--- src/rtl/gray_code_counter.sv ---
// Up/down counter that keeps a registered binary count together with its
// registered Gray-coded copy. It supports binary or Gray loads and either wrap or saturate behaviour.
module gray_code_counter #(
    parameter int WIDTH     = 8,
    parameter int WRAP      = 1,
    parameter int RESET_VAL = 0
) (
    input  logic             clk,
    input  logic             rst,
    input  logic             en,
    input  logic             up_dn,
    input  logic             load,
    input  logic             load_is_gray,
    input  logic [WIDTH-1:0] load_val,
    output logic [WIDTH-1:0] bin_out,
    output logic [WIDTH-1:0] gray_out,
    output logic             at_max,
    output logic             at_min,
    output logic             wrap_pulse
);

    generate
        if (WIDTH < 2) begin : g_bad_width
            $error("gray_code_counter: WIDTH must be at least 2");
        end
        if (RESET_VAL < 0 || (WIDTH < 31 && RESET_VAL >= (1 << WIDTH))) begin : g_bad_reset
            $error("gray_code_counter: RESET_VAL does not fit in WIDTH bits");
        end
    endgenerate

    localparam logic [WIDTH-1:0] RESET_BIN  = WIDTH'(RESET_VAL);
    localparam logic [WIDTH-1:0] RESET_GRAY = RESET_BIN ^ (RESET_BIN >> 1);

    logic [WIDTH-1:0] bin_reg;
    logic [WIDTH-1:0] gray_reg;
    logic             at_max_reg;
    logic             at_min_reg;
    logic             wrap_reg;

    logic [WIDTH-1:0] load_bin;
    logic [WIDTH-1:0] bin_next;
    logic             wrap_next;

    // Each binary bit is the XOR of all Gray bits at and above it; written as a
    // reduction so no bit depends on another bit of the same vector.
    genvar gi;
    generate
        for (gi = 0; gi < WIDTH; gi++) begin : g_gray2bin
            assign load_bin[gi] = ^load_val[WIDTH-1:gi];
        end
    endgenerate

    always_comb begin
        bin_next  = bin_reg;
        wrap_next = 1'b0;
        if (load) begin
            bin_next = load_is_gray ? load_bin : load_val;
        end else if (en) begin
            if (up_dn) begin
                if (&bin_reg) begin
                    wrap_next = 1'b1;
                    bin_next  = (WRAP != 0) ? '0 : bin_reg;
                end else begin
                    bin_next = bin_reg + WIDTH'(1);
                end
            end else begin
                if (~|bin_reg) begin
                    wrap_next = 1'b1;
                    bin_next  = (WRAP != 0) ? '1 : bin_reg;
                end else begin
                    bin_next = bin_reg - WIDTH'(1);
                end
            end
        end
    end

    // Flags and Gray code are derived from the next value so every output is
    // a flop and changes in the same cycle as bin_out.
    always_ff @(posedge clk) begin
        if (rst) begin
            bin_reg    <= RESET_BIN;
            gray_reg   <= RESET_GRAY;
            at_max_reg <= &RESET_BIN;
            at_min_reg <= ~|RESET_BIN;
            wrap_reg   <= 1'b0;
        end else begin
            bin_reg    <= bin_next;
            gray_reg   <= bin_next ^ (bin_next >> 1);
            at_max_reg <= &bin_next;
            at_min_reg <= ~|bin_next;
            wrap_reg   <= wrap_next;
        end
    end

    assign bin_out    = bin_reg;
    assign gray_out   = gray_reg;
    assign at_max     = at_max_reg;
    assign at_min     = at_min_reg;
    assign wrap_pulse = wrap_reg;

endmodule

--- config.mk ---
export PLATFORM = sky130hd
export DESIGN_NAME = gray_code_counter
export DESIGN_NICKNAME = d
export VERILOG_FILES = /design/src/rtl/gray_code_counter.sv
export SDC_FILE = /design/constraint.sdc
export NUM_CORES = 1
export LEC_CHECK = 0
export ABC_AREA = 1
export BUFFER_PORTS_ARGS = -buffer_cell sky130_fd_sc_hd__buf_2
export CAP_MARGIN = 0
export CORE_ASPECT_RATIO = 0.5
export CORE_MARGIN = 2
export CORE_UTILIZATION = 52
export CTS_BUF_LIST = sky130_fd_sc_hd__clkbuf_2 sky130_fd_sc_hd__clkbuf_4 sky130_fd_sc_hd__clkbuf_8
export DETAILED_ROUTE_END_ITERATION = 12
export PLACE_DENSITY = 0.82
export SYNTH_ARGS = -nofsm -noshare
export SYNTH_HDL_FRONTEND = slang
export SYNTH_SLANG_ARGS = --single-unit
export TNS_END_PERCENT = 20
--- constraint.sdc ---
create_clock -name clk -period 6.2 [get_ports clk]
set_clock_uncertainty 0.1 [all_clocks]
set_input_delay 0.93 -clock clk [delete_from_list [all_inputs] [get_ports clk]]
set_output_delay 0.93 -clock clk [all_outputs]
set_load 0.1 [all_outputs]
# Word-level counts from Yosys, hierarchy flattened
# Cells that the tools add are included.
# W data, S select, Z words.
[totals]
ff_bits = 19
out_inout_bits = 19
[classes]
n_mux = 9
bitwise = 2
n_addsub = 2
n_reduce_logical = 13
[op_table]
columns = ["op", "n"]
rows = [
  ["$mux W8", 5],
  ["$reduce_and A8 Y1", 2],
  ["$reduce_or A8 Y1", 2],
  ["$add A8 B1 Y8 const B", 1],
  ["$reduce_xor A8 Y1", 1],
  ["$sub A8 B1 Y8 const B", 1],
  ["$xor A8 B7 Y8", 1],
  ["$mux W7", 1],
  ["$reduce_xor A7 Y1", 1],
  ["$reduce_xor A6 Y1", 1],
  ["$reduce_xor A5 Y1", 1],
  ["$reduce_xor A4 Y1", 1],
  ["$mux W1", 3],
  ["$reduce_or A3 Y1", 1],
  ["$reduce_xor A3 Y1", 1],
  ["$reduce_xor A2 Y1", 1],
  ["$logic_not A1 Y1", 1],
  ["$not A1 Y1", 1],
]

# Logic depth before layout (Yosys ltp)
[depth]
depth_word = 7
mapped_depth = 17

# Worst setup path before layout
# No wires, ideal clock.
[synth_timing]
kind = "register to register"
start = "reg bin_reg[0] (netlist: bin_out[0])"
end = "reg at_min_reg (netlist: at_min)"
arrival_time_ps = 2617
t_required_ps = 6042
setup_time_ps = 58
path_slack_ps = 3425
path_stages_with_launch = 16
path_cell_list = "dfxtp_1 -> inv_1 -> ha_1 -> nand2_1 -> nor2_4 -> nor2_4 -> nand2_1 -> nand3_1 -> o211ai_1 -> nand2_1 -> ha_1 -> nand2_1 -> nand3b_1 -> nor2_2 -> nand2_1 -> nand2_1"
[synth_between]
elab_chain_len = 7
word_cells_on_any_way = 11
[synth_rtl]
columns = ["item", "line", "text"]
rows = [
  ["from (decl)", "34", "logic [WIDTH-1:0] bin_reg;"],
  ["from (signal assigned)", "87", "bin_reg <= bin_next;"],
  ["$sub A8 B1 Y8 (tied with other cells)", "71", "bin_next = bin_reg - WIDTH'(1);"],
  ["$mux W8, on equally long branches", "67, 60", ""],
  ["$mux W8", "59", "if (up_dn) begin"],
  ["$mux W8 *", "58", "end else if (en) begin"],
  ["$mux W8 *", "56", "if (load) begin"],
  ["$reduce_or A8 Y1 *", "90", "at_min_reg <= ~|bin_next;"],
  ["$logic_not A1 Y1 *", "90", ""],
  ["to (signal assigned)", "84", "at_min_reg <= ~|RESET_BIN;"],
  ["to (signal assigned)", "90", ""],
  ["to (decl)", "37", "logic at_min_reg;"],
]
# Every way passes the cells marked *; elsewhere a longest branch is shown, timed or not.
# A chain may end at the register's enable or synchronous reset.

# Worst setup path after layout
[layout_timing]
start = "in load_val[7]"
end = "reg at_min_reg (netlist: at_min)"
[layout_between]
elab_chain_len = 5
word_cells_on_any_way = 11
[layout_rtl]
columns = ["item", "line", "text"]
rows = [
  ["from (decl)", "14", "input logic [WIDTH-1:0] load_val,"],
  ["$reduce_xor A8 Y1 (tied with other cells)", "49", "assign load_bin[gi] = ^load_val[WIDTH-1:gi];"],
  ["$mux W7", "57", "bin_next = load_is_gray ? load_bin : load_val;"],
  ["$mux W8 *", "56", ""],
  ["$reduce_or A8 Y1 *", "90", ""],
  ["$logic_not A1 Y1 *", "90", ""],
]
# Marked as above.

==> impl_metrics.env <==
export IMPL_status="finished clean"
export IMPL_largest_register_ffs=8
export IMPL_syn_inst=246
export IMPL_fin_ws_ns=3.77
export IMPL_synth_edf_count=0
export IMPL_numCtsBuffers=3
export IMPL_ant_nets=0
export IMPL_syn_nets=269
export IMPL_vias=1636
export IMPL_yosysMostFrequentCell="nand2_1"
export IMPL_drc_errors=0
export IMPL_ys_types=27
export IMPL_leakagePower_nw=0.938
export IMPL_grt_pass1_wl_mm=6.53
export IMPL_postLayoutCellArea_mm2=0.00175
export IMPL_cp_max_fo=4
export IMPL_power_per_cell_area_mw_per_mm2=260
export IMPL_synth_commonest_cells="nand2_1 (70), inv_1 (33), nand3_1 (24)"
export IMPL_clock_sinks=18
export IMPL_ir_drop_mv=0.141
export IMPL_area_growth_synth_to_final_pct=13.5
export IMPL_max_freq_mhz=411
export IMPL_overflow=0
export IMPL_slew_violations=0
export IMPL_yosys_warnings=0
export IMPL_dpl_cell_area_mm2=0.00170
export IMPL_gr_usage_all_layers_pct=24.6
export IMPL_final_layout_size_suffix_gt1_share_pct=20.4
export IMPL_critical_path_required_ns=6.29
export IMPL_viasPerCell=5.24
export IMPL_port_buffers=32
export IMPL_drt_iter0_drc=159
export IMPL_cts_max_level=1
export IMPL_cts_root_buf="clkbuf_8"
export IMPL_place_congestion=0.901
export IMPL_slew_headroom_pct=62.0
export IMPL_yosys_top_cells_area="dfxtp_1 (23%), nand2_1 (17%), inv_1 (8.0%)"
export IMPL_pre_cts_ws_ns=3.51
export IMPL_nFillCells=256
export IMPL_nets=299
export IMPL_dp_hpwl_mm=3.08
export IMPL_final_cells=312
export IMPL_period_share_pct=39.2
export IMPL_synth_yosys_seq_area_share_pct=23.3
export IMPL_cts_buffer_depth=2
export IMPL_clk_pin_slew_ns=0.07
export IMPL_max_cap_viol_count=0
export IMPL_critical_path_class="in -> reg"
export IMPL_ios=33
export IMPL_antenna_cells=0
export IMPL_syn_cell_area_mm2=0.00154
export IMPL_setup_violations=0
export IMPL_dr_pass1_iters=4
export IMPL_min_period_ns=2.43
export IMPL_insertion_delay_ns=0.25
export IMPL_antenna_found_initial=0
export IMPL_finalWirelength_mm=4.01
export IMPL_hold_viol=0
export IMPL_worstHoldPathType="reg -> reg"
export IMPL_first_global_vias=1478
export IMPL_yosys_area_top_type_share_pct=23.3
export IMPL_initial_core_util_pct=57.2
export IMPL_start_kind="input pin"
export IMPL_row_count=13
export IMPL_async_flop_share_pct=0
export IMPL_die_h_um=42.5
export IMPL_grt_max_degree=15
export IMPL_dpl_cell_count=308
export IMPL_tns_ns=0
export IMPL_postCtsSetupRepairBufs=0
export IMPL_post_cts_resized=0
export IMPL_dominantRegCellSynth="dfxtp_1"
export IMPL_worst_pin_slew_ns=0.564
export IMPL_detail_route_wl_per_cell_um=12.9
export IMPL_core_mm2=0.00270
export IMPL_yosys_area_top_type="dfxtp_1"
export IMPL_avgSynthCellArea_um2=6.28
export IMPL_rsz0062_at_grt="no"
export IMPL_cts_tree="done"
export IMPL_arrival_ns=2.52
export IMPL_cp_end_kind="register"
export IMPL_die_x_um=81.1
export IMPL_postCtsHoldBufs=0
export IMPL_ys_seq_elements=18
export IMPL_die_area_mm2=0.00345
power breakdown:
| group | internal [mW] | switching, mW |
|---|---|---|
| Clock | 0.0563 | 0.0362 |
| Combinational | 0.0506 | 0.172 |
| Sequential | 0.128 | 0.0123 |
| Total | 0.235 | 0.221 |
placed cells by master, fill, tap and decap left out, types with 2 or more instances in the layout:
| cell | n |
|---|---|
| nand2_2 | 7 |
| nand3_1 | 24 |
| buf_2 | 32 |
| nor2_1 | 23 |
| clkbuf_8 | 4 |
| nand2_1 | 70 |
| o21ai_0 | 6 |
| ha_1 | 9 |
| o211ai_1 | 4 |
| xor2_1 | 4 |
| inv_1 | 33 |
| nor3_1 | 2 |
| nand4_1 | 6 |
| xnor2_1 | 3 |
| nor2_2 | 3 |
| dfxtp_1 | 18 |
| nor2_4 | 6 |
| a21oi_1 | 15 |
layer usage:
| layer | global-route usage (%) | wire [µm] |
|---|---|---|
| met1 | 31.1 | 1680 |
| met2 | 41.8 | 1900 |
| met3 | 7.11 | 396 |
| met4 | 5.08 | 38 |
| met5 | 0 | 0 |
area by class of cell:
class	count	area, µm²	share of cell area, %
well taps	37	46.3	2.64
clock buffers	4	55.1	3.14
flip-flops and latches	18	360	20.6
inverters	33	124	7.07
repair buffers	32	160	9.14
multi-input cells	188	1010	57.4
logic make-up after synthesis:
| family | Yosys count | synth area share (%) |
|---|---|---|
| and+or+nand+nor | 147 | 45.1 |
| xor gates and xnor gates | 7 | 3.97 |
| AOI/OAI and AO/OA | 25 | 8.75 |
| adders and majority gates | 9 | 7.29 |
| DFF | 18 | 23.3 |
| buffers and inverters | 40 | 11.5 |
stage by stage:
stage	utilization, %	power, mW	hold WS (ns)
after floorplan	-	0.324	0.899
final	64.9	0.455	0.602
after global placement	62.8	0.356	0.586
after detailed placement	62.8	0.361	0.592
after global routing	64.9	0.480	0.671
after CTS	64.9	0.456	0.602
critical path, cell delays in order:
cell and delay, ns:
buf_2 0.11, inv_1 0.05, nand2_1 0.05, nand2_1 0.10, xor2_1 0.18, or2_2 0.28, nand3_1 0.07, nand2_1 0.07
nand2_2 0.11, ha_1 0.17, nand2_1 0.04, nand3b_1 0.15, nor2_2 0.11, nand2_1 0.05, nand2_1 0.04
path summary, 6_finish.rpt:
kind | from | to | slack (ns) | cells past startpoint
setup / recovery | load_val[7] | at_min$_SDFF_PP1_ | 3.77 | 15
hold / removal | bin_out[7]$_SDFF_PP0_ | bin_out[7]$_SDFF_PP0_ | 0.60 | 4
setup reg to reg | bin_out[0]$_SDFF_PP0_ | at_min$_SDFF_PP1_ | 3.81 | 15
hold reg to reg | bin_out[7]$_SDFF_PP0_ | bin_out[7]$_SDFF_PP0_ | 0.60 | 4
No activity file was read; power rests on OpenSTA's default activity.
